File: config.mk
export PLATFORM = sky130hd
export DESIGN_NAME = qsn_pipe_flat
export DESIGN_NICKNAME = d
export VERILOG_FILES = /design/src/rtl/qsn_pkg.sv /design/src/rtl/qsn_pipe_if.sv /design/src/rtl/qsn_rot_stage.sv /design/src/rtl/qsn_pipe.sv /design/src/flat_wrapper.sv
export SDC_FILE = /design/constraint.sdc
export NUM_CORES = 1
export LEC_CHECK = 0
export CAP_MARGIN = 25
export CORE_MARGIN = 1
export CORE_UTILIZATION = 35
export DETAILED_ROUTE_END_ITERATION = 8
export GPL_TIMING_DRIVEN = 0
export PLACE_DENSITY = 0.65
export SLEW_MARGIN = 20
export SYNTH_ARGS = -nofsm -noshare
export SYNTH_HDL_FRONTEND = slang
export SYNTH_SLANG_ARGS = --single-unit
File: constraint.sdc
create_clock -name clk -period 1.36 [get_ports clk]
set_input_delay 0.272 -clock clk [delete_from_list [all_inputs] [get_ports clk]]
set_output_delay 0.272 -clock clk [all_outputs]
set_load 0.03 [all_outputs]
File: src/rtl/qsn_pkg.sv
// Shared types and helpers for the QSN cyclic-shift pipeline.
// QSN_PIPE_DIR_EN adds a per-beat direction bit to the sideband.
package qsn_pkg;

  // Widest shift supported (LIFT_Z up to 64).
  localparam int unsigned QSN_MAX_SHIFT_W = 6;

  typedef struct packed {
`ifdef QSN_PIPE_DIR_EN
    logic                       dir;
`endif
    logic [QSN_MAX_SHIFT_W-1:0] shift;
  } qsn_side_t;

  function automatic int unsigned qsn_shift_w(input int unsigned z);
    int unsigned w;
    w = 0;
    for (int unsigned k = 0; k < 32; k++) begin
      if ((32'd1 << k) < z) w = k + 1;
    end
    return w;
  endfunction

endpackage

File: src/rtl/qsn_pipe_if.sv
// Valid/ready beat interface for qsn_pipe (input and output channels).
// QSN_PIPE_DIR_EN adds in_dir to the input channel.
interface qsn_pipe_if #(
  parameter int unsigned LIFT_Z = 8,
  parameter int unsigned ELEM_W = 1
);
  localparam int unsigned SHIFT_W = qsn_pkg::qsn_shift_w(LIFT_Z);

  logic                       in_valid;
  logic                       in_ready;
  logic [LIFT_Z*ELEM_W-1:0]   in_data;
  logic [SHIFT_W-1:0]         in_shift;
`ifdef QSN_PIPE_DIR_EN
  logic                       in_dir;
`endif
  logic                       out_valid;
  logic                       out_ready;
  logic [LIFT_Z*ELEM_W-1:0]   out_data;

`ifdef QSN_PIPE_DIR_EN
  modport master (output in_valid, in_data, in_shift, in_dir, out_ready,
                  input  in_ready, out_valid, out_data);
  modport slave  (input  in_valid, in_data, in_shift, in_dir, out_ready,
                  output in_ready, out_valid, out_data);
`else
  modport master (output in_valid, in_data, in_shift, out_ready,
                  input  in_ready, out_valid, out_data);
  modport slave  (input  in_valid, in_data, in_shift, out_ready,
                  output in_ready, out_valid, out_data);
`endif

endinterface

File: src/rtl/qsn_rot_stage.sv
// One barrel stage: rotates by 2^STAGE_K elements when the beat's shift bit K is set,
// then registers data, sideband and valid. QSN_PIPE_DIR_EN enables inverse rotation.
module qsn_rot_stage
  import qsn_pkg::*;
#(
  parameter int unsigned LIFT_Z  = 8,
  parameter int unsigned ELEM_W  = 1,
  parameter int unsigned STAGE_K = 0
) (
  input  logic                     clk,
  input  logic                     rst_n,
  input  logic                     i_adv,
  input  logic                     i_valid,
  input  logic [LIFT_Z*ELEM_W-1:0] i_data,
  input  qsn_side_t                i_side,
  output logic                     o_valid,
  output logic [LIFT_Z*ELEM_W-1:0] o_data,
  output qsn_side_t                o_side
);
  localparam int unsigned AMT = 32'd1 << STAGE_K;

  logic [LIFT_Z*ELEM_W-1:0] w_rot;
  logic [LIFT_Z*ELEM_W-1:0] r_data;
  qsn_side_t                r_side;
  logic                     r_valid;

  always_comb begin
    w_rot = i_data;
    if (i_side.shift[STAGE_K]) begin
      for (int unsigned i = 0; i < LIFT_Z; i++) begin
`ifdef QSN_PIPE_DIR_EN
        w_rot[i*ELEM_W +: ELEM_W] = i_side.dir
          ? i_data[((i + LIFT_Z - AMT) % LIFT_Z)*ELEM_W +: ELEM_W]
          : i_data[((i + AMT) % LIFT_Z)*ELEM_W +: ELEM_W];
`else
        w_rot[i*ELEM_W +: ELEM_W] = i_data[((i + AMT) % LIFT_Z)*ELEM_W +: ELEM_W];
`endif
      end
    end
  end

  // Payload only loads on a valid beat; a bubble just clears the valid bit.
  always_ff @(posedge clk or negedge rst_n) begin
    if (!rst_n) begin
      r_valid <= 1'b0;
      r_data  <= '0;
      r_side  <= '0;
    end else if (i_adv) begin
      r_valid <= i_valid;
      if (i_valid) begin
        r_data <= w_rot;
        r_side <= i_side;
      end
    end
  end

  assign o_valid = r_valid;
  assign o_data  = r_data;
  assign o_side  = r_side;

endmodule

File: src/rtl/qsn_pipe.sv
// Pipelined QSN cyclic shifter: out element i = in element (i + shift) mod LIFT_Z.
// Define QSN_PIPE_DIR_EN to add per-beat in_dir (1 = inverse rotation).
module qsn_pipe
  import qsn_pkg::*;
#(
  parameter int unsigned LIFT_Z = 8,
  parameter int unsigned ELEM_W = 1
) (
  input  logic       clk,
  input  logic       rst_n,
  qsn_pipe_if.slave  bus
);
  localparam int unsigned SHIFT_W = qsn_shift_w(LIFT_Z);
  localparam int unsigned DATA_W  = LIFT_Z * ELEM_W;

  logic              w_adv;
  qsn_side_t         w_side_in;
  logic [SHIFT_W-1:0] w_valid;
  logic [DATA_W-1:0] w_data [SHIFT_W];
  qsn_side_t         w_side [SHIFT_W];

  always_comb begin
    w_side_in       = '0;
    w_side_in.shift = QSN_MAX_SHIFT_W'(bus.in_shift);
`ifdef QSN_PIPE_DIR_EN
    w_side_in.dir   = bus.in_dir;
`endif
  end

  // Global advance: everything moves unless the last stage holds an unaccepted beat,
  // which also lets bubbles collapse whenever the output is not stalled.
  assign w_adv = !(w_valid[SHIFT_W-1] && !bus.out_ready);

  for (genvar k = 0; k < SHIFT_W; k++) begin : g_stage
    if (k == 0) begin : g_first
      qsn_rot_stage #(.LIFT_Z(LIFT_Z), .ELEM_W(ELEM_W), .STAGE_K(0)) u_stage (
        .clk     (clk),
        .rst_n   (rst_n),
        .i_adv   (w_adv),
        .i_valid (bus.in_valid),
        .i_data  (bus.in_data),
        .i_side  (w_side_in),
        .o_valid (w_valid[k]),
        .o_data  (w_data[k]),
        .o_side  (w_side[k])
      );
    end else begin : g_next
      qsn_rot_stage #(.LIFT_Z(LIFT_Z), .ELEM_W(ELEM_W), .STAGE_K(k)) u_stage (
        .clk     (clk),
        .rst_n   (rst_n),
        .i_adv   (w_adv),
        .i_valid (w_valid[k-1]),
        .i_data  (w_data[k-1]),
        .i_side  (w_side[k-1]),
        .o_valid (w_valid[k]),
        .o_data  (w_data[k]),
        .o_side  (w_side[k])
      );
    end
  end

  assign bus.in_ready  = w_adv;
  assign bus.out_valid = w_valid[SHIFT_W-1];
  assign bus.out_data  = w_data[SHIFT_W-1];

endmodule

File: src/flat_wrapper.sv
// flat-port wrapper written by rule: the top's interface ports become plain ports
module qsn_pipe_flat import qsn_pkg::*;
#(
  parameter int unsigned LIFT_Z = 8,
  parameter int unsigned ELEM_W = 1
)
  (clk, rst_n, bus_in_valid, bus_in_data, bus_in_shift, bus_out_ready, bus_in_ready, bus_out_valid, bus_out_data);
  qsn_pipe_if #(.LIFT_Z(LIFT_Z), .ELEM_W(ELEM_W)) bus_i ();
  input  logic clk;
  input  logic rst_n;
  input wire logic [$bits(bus_i.in_valid)-1:0] bus_in_valid;
  input wire logic [$bits(bus_i.in_data)-1:0] bus_in_data;
  input wire logic [$bits(bus_i.in_shift)-1:0] bus_in_shift;
  input wire logic [$bits(bus_i.out_ready)-1:0] bus_out_ready;
  output wire logic [$bits(bus_i.in_ready)-1:0] bus_in_ready;
  output wire logic [$bits(bus_i.out_valid)-1:0] bus_out_valid;
  output wire logic [$bits(bus_i.out_data)-1:0] bus_out_data;
  assign bus_i.in_valid = bus_in_valid;
  assign bus_i.in_data = bus_in_data;
  assign bus_i.in_shift = bus_in_shift;
  assign bus_i.out_ready = bus_out_ready;
  assign bus_in_ready = bus_i.in_ready;
  assign bus_out_valid = bus_i.out_valid;
  assign bus_out_data = bus_i.out_data;
  qsn_pipe #(.LIFT_Z(LIFT_Z), .ELEM_W(ELEM_W)) u_core (.clk(clk), .rst_n(rst_n), .bus(bus_i));
endmodule
---- After elaboration in Yosys (flattened, before gate mapping) ----
Cells that the tools add are included.
word-level totals
  flip-flop bits (word level) ............. 33
  word-level logic and storage cells ...... 18
cells by class
  muxes and demuxes ....................... 3
  bitwise logic cells ..................... 1
  reductions and logical operators ........ 6
operator list
  kind               count
  $mux 8             3
  $reduce_and 2->1   3
  $logic_not 1->1    2
  $logic_and 1x1->1  1
  $not 1->1          1

---- Logic depth before layout (Yosys ltp) ----
Gate-level depths: netlist of the first run.
  depth after elaboration ................. 4
  mapped depth ............................ 5

---- Hierarchy ----
From an unflattened synthesis of the first run, not the netlist that was laid out.
second synthesis, totals
  cells, all modules ...................... 161
  area, all modules ....................... 2003.2 µm²
modules (own cells, without submodules)
  module         instances  cells each  area each (µm²)  sequential area each (µm²)
  qsn_rot_stage  3          53          664.4            375.4
  qsn_pipe       1          2           10.0             0.0

---- Worst setup path before layout of the first run ----
Ideal clock, no wire load.
  kind .................................... flip-flop to flip-flop
  start ................................... register u_core.g_stage[2].g_next.u_stage.r_valid
  end ..................................... register u_core.g_stage[0].g_first.u_stage.r_side, in the netlist u_core.g_stage[0].g_first.u_stage.o_side[1]
  setup time .............................. 0.125 ns
  arrival time ............................ 1.176 ns
  required time ........................... 1.235 ns
  path slack .............................. 0.059 ns
  stages on the path, launching flop included .. 5
  path buffers ............................ 1
  clock period less this slack ............ 1.301 ns
  path through ............................ dfrtp_1 > nand2b_4 > and2_4 > buf_6 > mux2_4
between the ends
  word-level cells in the longest chain between the ends .. 3
RTL lines
  what                        line                 RTL
  from (decl)                 qsn_rot_stage.sv:25  logic r_valid;
  from (signal assigned)      qsn_rot_stage.sv:49  r_valid <= i_valid;
  $logic_and 1x1->1           qsn_pipe.sv:32       assign w_adv = !(w_valid[SHIFT_W-1] && !bus.out_ready);
  $not 1->1 (no line)         n/a
  $reduce_and 2->1 (no line)  n/a
  to (signal assigned)        qsn_rot_stage.sv:52  r_side <= i_side;
  to (decl)                   qsn_rot_stage.sv:24  qsn_side_t r_side;
Every way passes these cells.
A chain may end at the register's enable or synchronous reset.

---- Final worst setup path of the first run ----
  start ................................... register u_core.g_stage[2].g_next.u_stage.r_valid
  end ..................................... output port bus_in_ready
between the ends
  word-level cells in the longest chain between the ends .. 2
RTL lines
  what               line                RTL
  $logic_and 1x1->1  qsn_pipe.sv:32
  $logic_not 1->1    qsn_pipe.sv:32
  to (decl)          flat_wrapper.sv:15  output wire logic [$bits(bus_i.in_ready)-1:0] bus_in_ready;
Every way passes these cells.

==> impl_metrics.yaml, run 1 <==
global_routing:
  grt_pass1_wl_um: 4810
  grt_start_max_net_pins: 31
  grt_pass1_vias: 1044
  overflow: 0
  grt_usage_pct: 15.2
  antenna_found_initial: 0
placed_design:
  io_buffers: 22
  dpl_worst_slack_ns: -0.814
  place_inst: 194
  place_congestion: 0.807
logic_synthesis:
  ys_warn_count: 0
  syn_inst: 124
  synth_top_area_share_pct: 52.8
  synthTopCellsByArea: "dfrtp_1, a21oi_1, mux2i_1, mux2_4, buf_4"
  synth.net_count: 139
  syn_area_per_cell_um2: 11.5
  ys.flop_type: "dfrtp_1"
  syn_area_mm2: 0.00142
  synth-async-reset-ratio_pct: 100
  yosysUniqueCellTypes: 15
  synth_common_cells: "a21oi_1, dfrtp_1, mux2i_1"
  ys_ff_latch: 30
  synth_edf_count: 0
  synth_top_area_cell: "dfrtp_1"
  yosysMostFrequentCell: "a21oi_1"
  yosysSeqAreaShare_pct: 52.8
die:
  io_pins: 25
  die_h_um: 65.7
  die_w_um: 65.7
  die-area_mm2: 0.00432
  num_rows: 22
  initial_utilization_pct: 37.7
  core_area_mm2: 0.00377
critical_path:
  path_cells: "nand2b_4 -> buf_12 -> buf_8"
  worstPathMaxFanout: 9
  worst_ep_required_time_ns: 1.09
  ff2ff_path_depth: 6
  startpoint: "u_core.g_stage[2].g_next.u_stage.o_valid"
  crit_path_max_incr_delay_ns: 0.41
  worst-r2r-setup-slack_ns: 0.09
  slowest_stage: "dfrtp_1"
  crit_type: "reg -> out"
  r2r-end: "u_core.g_stage[2].g_next.u_stage.o_data[5]"
  critPathCaptureType: "primary output"
  endpoint: "bus_in_ready"
  worst_ep_arrival_time_ns: 1.05
  r2r-start: "u_core.g_stage[2].g_next.u_stage.o_valid"
  start_kind: "flip-flop"
sta:
  setup_violations: 0
  fin_ws_ns: 0.0419
  hold_viol: 0
  period_share_pct: 96.9
  tightest_slew_ns: 0.643
  finalMaxSlewViolations: 0
  clock.fmax_mhz: 759
  rsz0062_at_grt: "true"
  worst_slew_margin_rel_pct: 57.1
  fin_skew_ns: 0.00452
  layout_min_cycle_time_ns: 1.32
  fin_tns_setup_ns: 0
clock_tree:
  root_buffer: "clkbuf_8"
  clk_path_buf_depth: 2
  insertion_delay_ns: 0.28
  numCtsBuffers: 5
  cts_max_level: 2
  cts_tree: "yes"
  path_clk_slew_ns: 0.06
  cts.sinks: 30
cells_and_area:
  fill_cells: 353
  nets: 170
  drive_gt1_share_pct: 19.9
  area_delta_synth_final_pct: 28.6
  stdcell_count: 204
  utilization_pct: 48.5
  n_antenna_cell: 0
pwr:
  cellPowerDensity_mw_per_mm2: 2000
  leakage_nw: 0.802
  power.internal_mw: 2.35
  combPwrFrac_pct: 37.9
  pwr-share-clk_pct: 22.8
  p_sw_share_pct: 35.5
  p_sw_mw: 1.30
  ir_drop_v: 0.000591
  power_frac_seq_pct: 39.3
detailed_routing:
  firstDrtPassIters: 4
  wl_um: 2690
  drc: 0
  wl_per_cell_um: 13.2
  via_per_inst: 5.08
  drtIter0Drc: 32
  via_count: 1036
  ant_nets: 0
flow_run:
  max-cap-violations: 0
min_path:
  hold_path.class: "in -> async"
outcome:
  outcome: "finished clean"
-- registers in the layout, indices dropped and copies added (netlist names) --
name and flops:
u_core.g_stage.g_next.u_stage.o_data 16, u_core.g_stage.g_first.u_stage.o_data 8, u_core.g_stage.g_next.u_stage.o_valid 2, u_core.g_stage.g_first.u_stage.o_valid 1, u_core.g_stage.g_next.u_stage.o_side 1, u_core.g_stage.g_first.u_stage.o_side 2
-- power groups by stage --
stage               combinational, mW  sequential (mW)  clock [mW]
floorplan                       0.805             1.61           0
global placement                 1.40             1.43           0
detailed placement               1.42             1.45           0
CTS                              1.37             1.44       0.861
global route                     1.54             1.47       0.915
finish                           1.38             1.43       0.833
-- routing by layer --
| layer | vias up | track usage (%) | share of wire [%] |
|---|---|---|---|
| met5 | - | 0 | 0 |
| met4 | 0 | 8.97 | 2.6 |
| met3 | 6 | 4.69 | 4.4 |
| met2 | 30 | 24.4 | 47 |
| met1 | 488 | 17.6 | 45 |
| li1 | 512 | - | - |
-- what timing repair did --
action | 4_1_cts | 5_1_grt
endpoints found under the setup margin | 10 | 3
setup buffers | 0 | 3
resized for setup | 22 | 3
hold buffers | 0 | 0
-- layout make-up --
| class | instances | area (µm²) | area share, % |
|---|---|---|---|
| Sequential cell | 30 | 751 | 41.1 |
| Multi-Input combinational cell | 82 | 596 | 32.6 |
| Timing Repair Buffer | 25 | 228 | 12.5 |
| Clock buffer | 8 | 110 | 6.02 |
| Buffer | 11 | 83.8 | 4.59 |
| Tap cell | 48 | 60.1 | 3.29 |
-- per-stage QoR --
step	power (mW)	cell area, µm²	hold WS, ns
3_3_place_gp	2.83	1700	0.505
5_1_grt	3.92	1830	0.0627
4_1_cts	3.67	1810	0.0347
6_report	3.65	1830	0.0110
3_5_place_dp	2.87	1700	0.341
2_1_floorplan	2.41	1420	-0.0236
-- kinds of logic after synthesis --
group | after synthesis | share of synthesized area [%]
AOI/OAI and AO/OA | 48 | 16.9
buffers and inverters | 12 | 5.55
DFF | 30 | 52.8
muxes | 29 | 21.7
and+or+nand+nor | 5 | 3.08
-- worst max-delay path, delay by kind of cell, from the launching register on --
family,cells,cell delay (ns)
flip-flops,1,0.41
buffers and inverters,2,0.25
AND/OR/NAND/NOR,1,0.11
-- layout by cell type (no fill, tap or decap), drive strengths merged --
cell	instances
a21oi	48
nand2b	2
dlygate4sd2	8
buf	12
dfrtp	30
clkbuf	13
and2	3
mux2	5
mux2i	24
clkdlybuf4s15	1
clkdlybuf4s50	10
-- how the worst min path moves through the flow --
stage / start / end / slack [ns] / cells past startpoint
2_1_floorplan: rst_n / u_core.g_stage[0].g_first.u_stage.o_data[0] / -0.02 / 0
3_3_place_gp: u_core.g_stage[2].g_next.u_stage.o_data[4] / u_core.g_stage[2].g_next.u_stage.o_data[4] / 0.50 / 2
3_5_place_dp: rst_n / u_core.g_stage[0].g_first.u_stage.o_valid / 0.34 / 1
4_1_cts: rst_n / u_core.g_stage[0].g_first.u_stage.o_valid / 0.03 / 1
5_1_grt: rst_n / u_core.g_stage[0].g_first.u_stage.o_data[0] / 0.06 / 1
6_report: rst_n / u_core.g_stage[0].g_first.u_stage.o_valid / 0.01 / 1
(Power assumes the default switching activity.)
==> inputs of run 2 (changes only) <==
--- a/config.mk
+++ b/config.mk
@@ -5,13 +5,15 @@
 export SDC_FILE = /design/constraint.sdc
 export NUM_CORES = 1
 export LEC_CHECK = 0
+export ABC_AREA = 1
 export CAP_MARGIN = 25
 export CORE_MARGIN = 1
 export CORE_UTILIZATION = 35
 export DETAILED_ROUTE_END_ITERATION = 8
-export GPL_TIMING_DRIVEN = 0
-export PLACE_DENSITY = 0.65
+export GPL_TIMING_DRIVEN = 1
+export PLACE_DENSITY = 0.62
 export SLEW_MARGIN = 20
 export SYNTH_ARGS = -nofsm -noshare
 export SYNTH_HDL_FRONTEND = slang
+export SYNTH_HIERARCHICAL = 1
 export SYNTH_SLANG_ARGS = --single-unit
==> impl_metrics.yaml, run 2 <==
pwr:
  combPwrFrac_pct: 38.2
  p_sw_mw: 1.44
  pwr-share-clk_pct: 20.3
  leakage_nw: 1.09
  p_total_mw: 3.59
  p_sw_share_pct: 40.1
  power_frac_seq_pct: 41.5
  ir_drop_v: 0.000485
  cellPowerDensity_mw_per_mm2: 1900
  power.internal_mw: 2.15
sta:
  period_share_pct: 96.1
  worst_slew_margin_rel_pct: 76.8
  clock.fmax_mhz: 765
  finalMaxSlewViolations: 0
  tightest_slew_ns: 0.348
  hold_viol: 0
  setup_violations: 0
  fin_skew_ns: 0.00333
  fin_tns_setup_ns: 0
  layout_min_cycle_time_ns: 1.31
  rsz0062_at_grt: "false"
critical_path:
  ff2ff_path_depth: 7
  worstPathMaxFanout: 5
  r2r-start: "u_core/g_stage[2].g_next.u_stage/o_valid"
  crit_type: "in -> out"
  worst-r2r-setup-slack_ns: 0.23
  slowest_stage: "clkdlybuf4s50_1"
  r2r-end: "u_core/g_stage[1].g_next.u_stage/o_data[4]"
  worst_ep_arrival_time_ns: 1.04
  critPathCaptureType: "primary output"
  start_kind: "input pin"
  crit_path_max_incr_delay_ns: 0.40
  worst_ep_required_time_ns: 1.09
  path_cells: "clkdlybuf4s50_1 -> inv_1 -> nand2_8 -> buf_6"
cells_and_area:
  nets: 252
  layout_commonest_cell: "nand2_1"
  n_antenna_cell: 0
  drive_gt1_share_pct: 10.1
  largest_register_ffs: 16
  area_delta_synth_final_pct: 25.1
  final_cell_mix: "nand2_1, dfrtp_1, clkdlybuf4s50_1"
detailed_routing:
  firstDrtPassIters: 3
  via_count: 1254
  drc: 0
  wl_um: 2610
  via_per_inst: 4.35
  wl_per_cell_um: 9.07
  ant_nets: 0
  drtIter0Drc: 34
clock_tree:
  clk_path_buf_depth: 2
  cts_max_level: 2
  cts_tree: "yes"
  path_clk_slew_ns: 0.06
  root_buffer: "clkbuf_8"
  insertion_delay_ns: 0.28
  numCtsBuffers: 5
  cts.sinks: 30
  ctsHoldBuffers: 0
die:
  die_w_um: 67.7
  io_pins: 25
  initial_utilization_pct: 37.2
  core_area_mm2: 0.00406
  die_h_um: 67.7
  num_rows: 23
  die-area_mm2: 0.00458
flow_run:
  max-cap-violations: 0
logic_synthesis:
  ys_warn_count: 6
  synth.net_count: 224
  syn_area_mm2: 0.00151
  syn_area_per_cell_um2: 7.22
  syn_inst: 209
outcome:
  outcome: "finished clean"
placed_design:
  dp_hpwl_um: 1920
  place_congestion: 0.685
  io_buffers: 24
global_routing:
  grt_usage_pct: 14.2
  overflow: 0
  antenna_found_initial: 0
  grt_pass1_wl_um: 4820
  grt_pass1_vias: 1167
  grt_start_max_net_pins: 31
min_path:
  hold_path.class: "in -> async"
-- run 2: cell type report --
class                      count  area (µm²)
fill                         437        2170
sequential                    30         751
multi-input combinational    160         643
timing repair buffer          30         288
clock buffer                   7        86.3
tap                           50        62.6
inverter                      10        52.6
clock inverter                 1        5.00
-- run 2: worst max-delay path: cells and delay by family --
family | cells | cell delay (ns)
buffers and inverters | 3 | 0.68
and+or+nand+nor | 1 | 0.08
-- run 2: layer usage --
metal | GRT usage (%) | up-vias | part of all wire (%)
met1 | 15.8 | 546 | 47
met3 | 4.56 | 4 | 5.0
li1 | - | 676 | -
met5 | 0 | - | 0
met2 | 24.1 | 28 | 47
met4 | 7.18 | 0 | 1.1
-- run 2: how the worst max path moves through the flow --
| stage | from | end | slack (ns) |
|---|---|---|---|
| floorplan | u_core/g_stage[2].g_next.u_stage/o_valid | u_core/g_stage[0].g_first.u_stage/o_data[0] | 0.02 |
| global placement | bus_out_ready | bus_in_ready | -0.07 |
| detailed placement | bus_out_ready | bus_in_ready | -0.07 |
| CTS | u_core/g_stage[2].g_next.u_stage/o_valid | bus_in_ready | 0.02 |
| global route | u_core/g_stage[2].g_next.u_stage/o_data[6] | bus_out_data[6] | 0.002 |
| finish | bus_out_ready | bus_in_ready | 0.05 |
-- run 2: timing repair --
item	CTS	global route
endpoints found under the setup margin	10	1
resized for setup	12	0
setup buffers	0	2
pin swaps	0	0
gates cloned	0	0
-- run 2: power groups by stage --
stage               registers (mW)  logic (mW)  clock network, mW
global placement              1.50        1.39                  0
detailed placement            1.52        1.40                  0
floorplan                     1.62       0.944                  0
finish                        1.49        1.37              0.729
global route                  1.55        1.57              0.804
CTS                           1.50        1.38              0.766
-- run 2: through the flow --
stage	cell area (µm²)	hold slack, ns	setup slack [ns]	util [%]	instances
global route	1890	0.359	0.00245	46.5	288
CTS	1870	0.354	0.0187	46.2	286
floorplan	1510	-0.0236	0.0196	-	209
detailed placement	1780	0.464	-0.0665	43.8	278
global placement	1780	0.458	-0.0702	43.8	278
finish	1890	0.356	0.0525	46.5	288
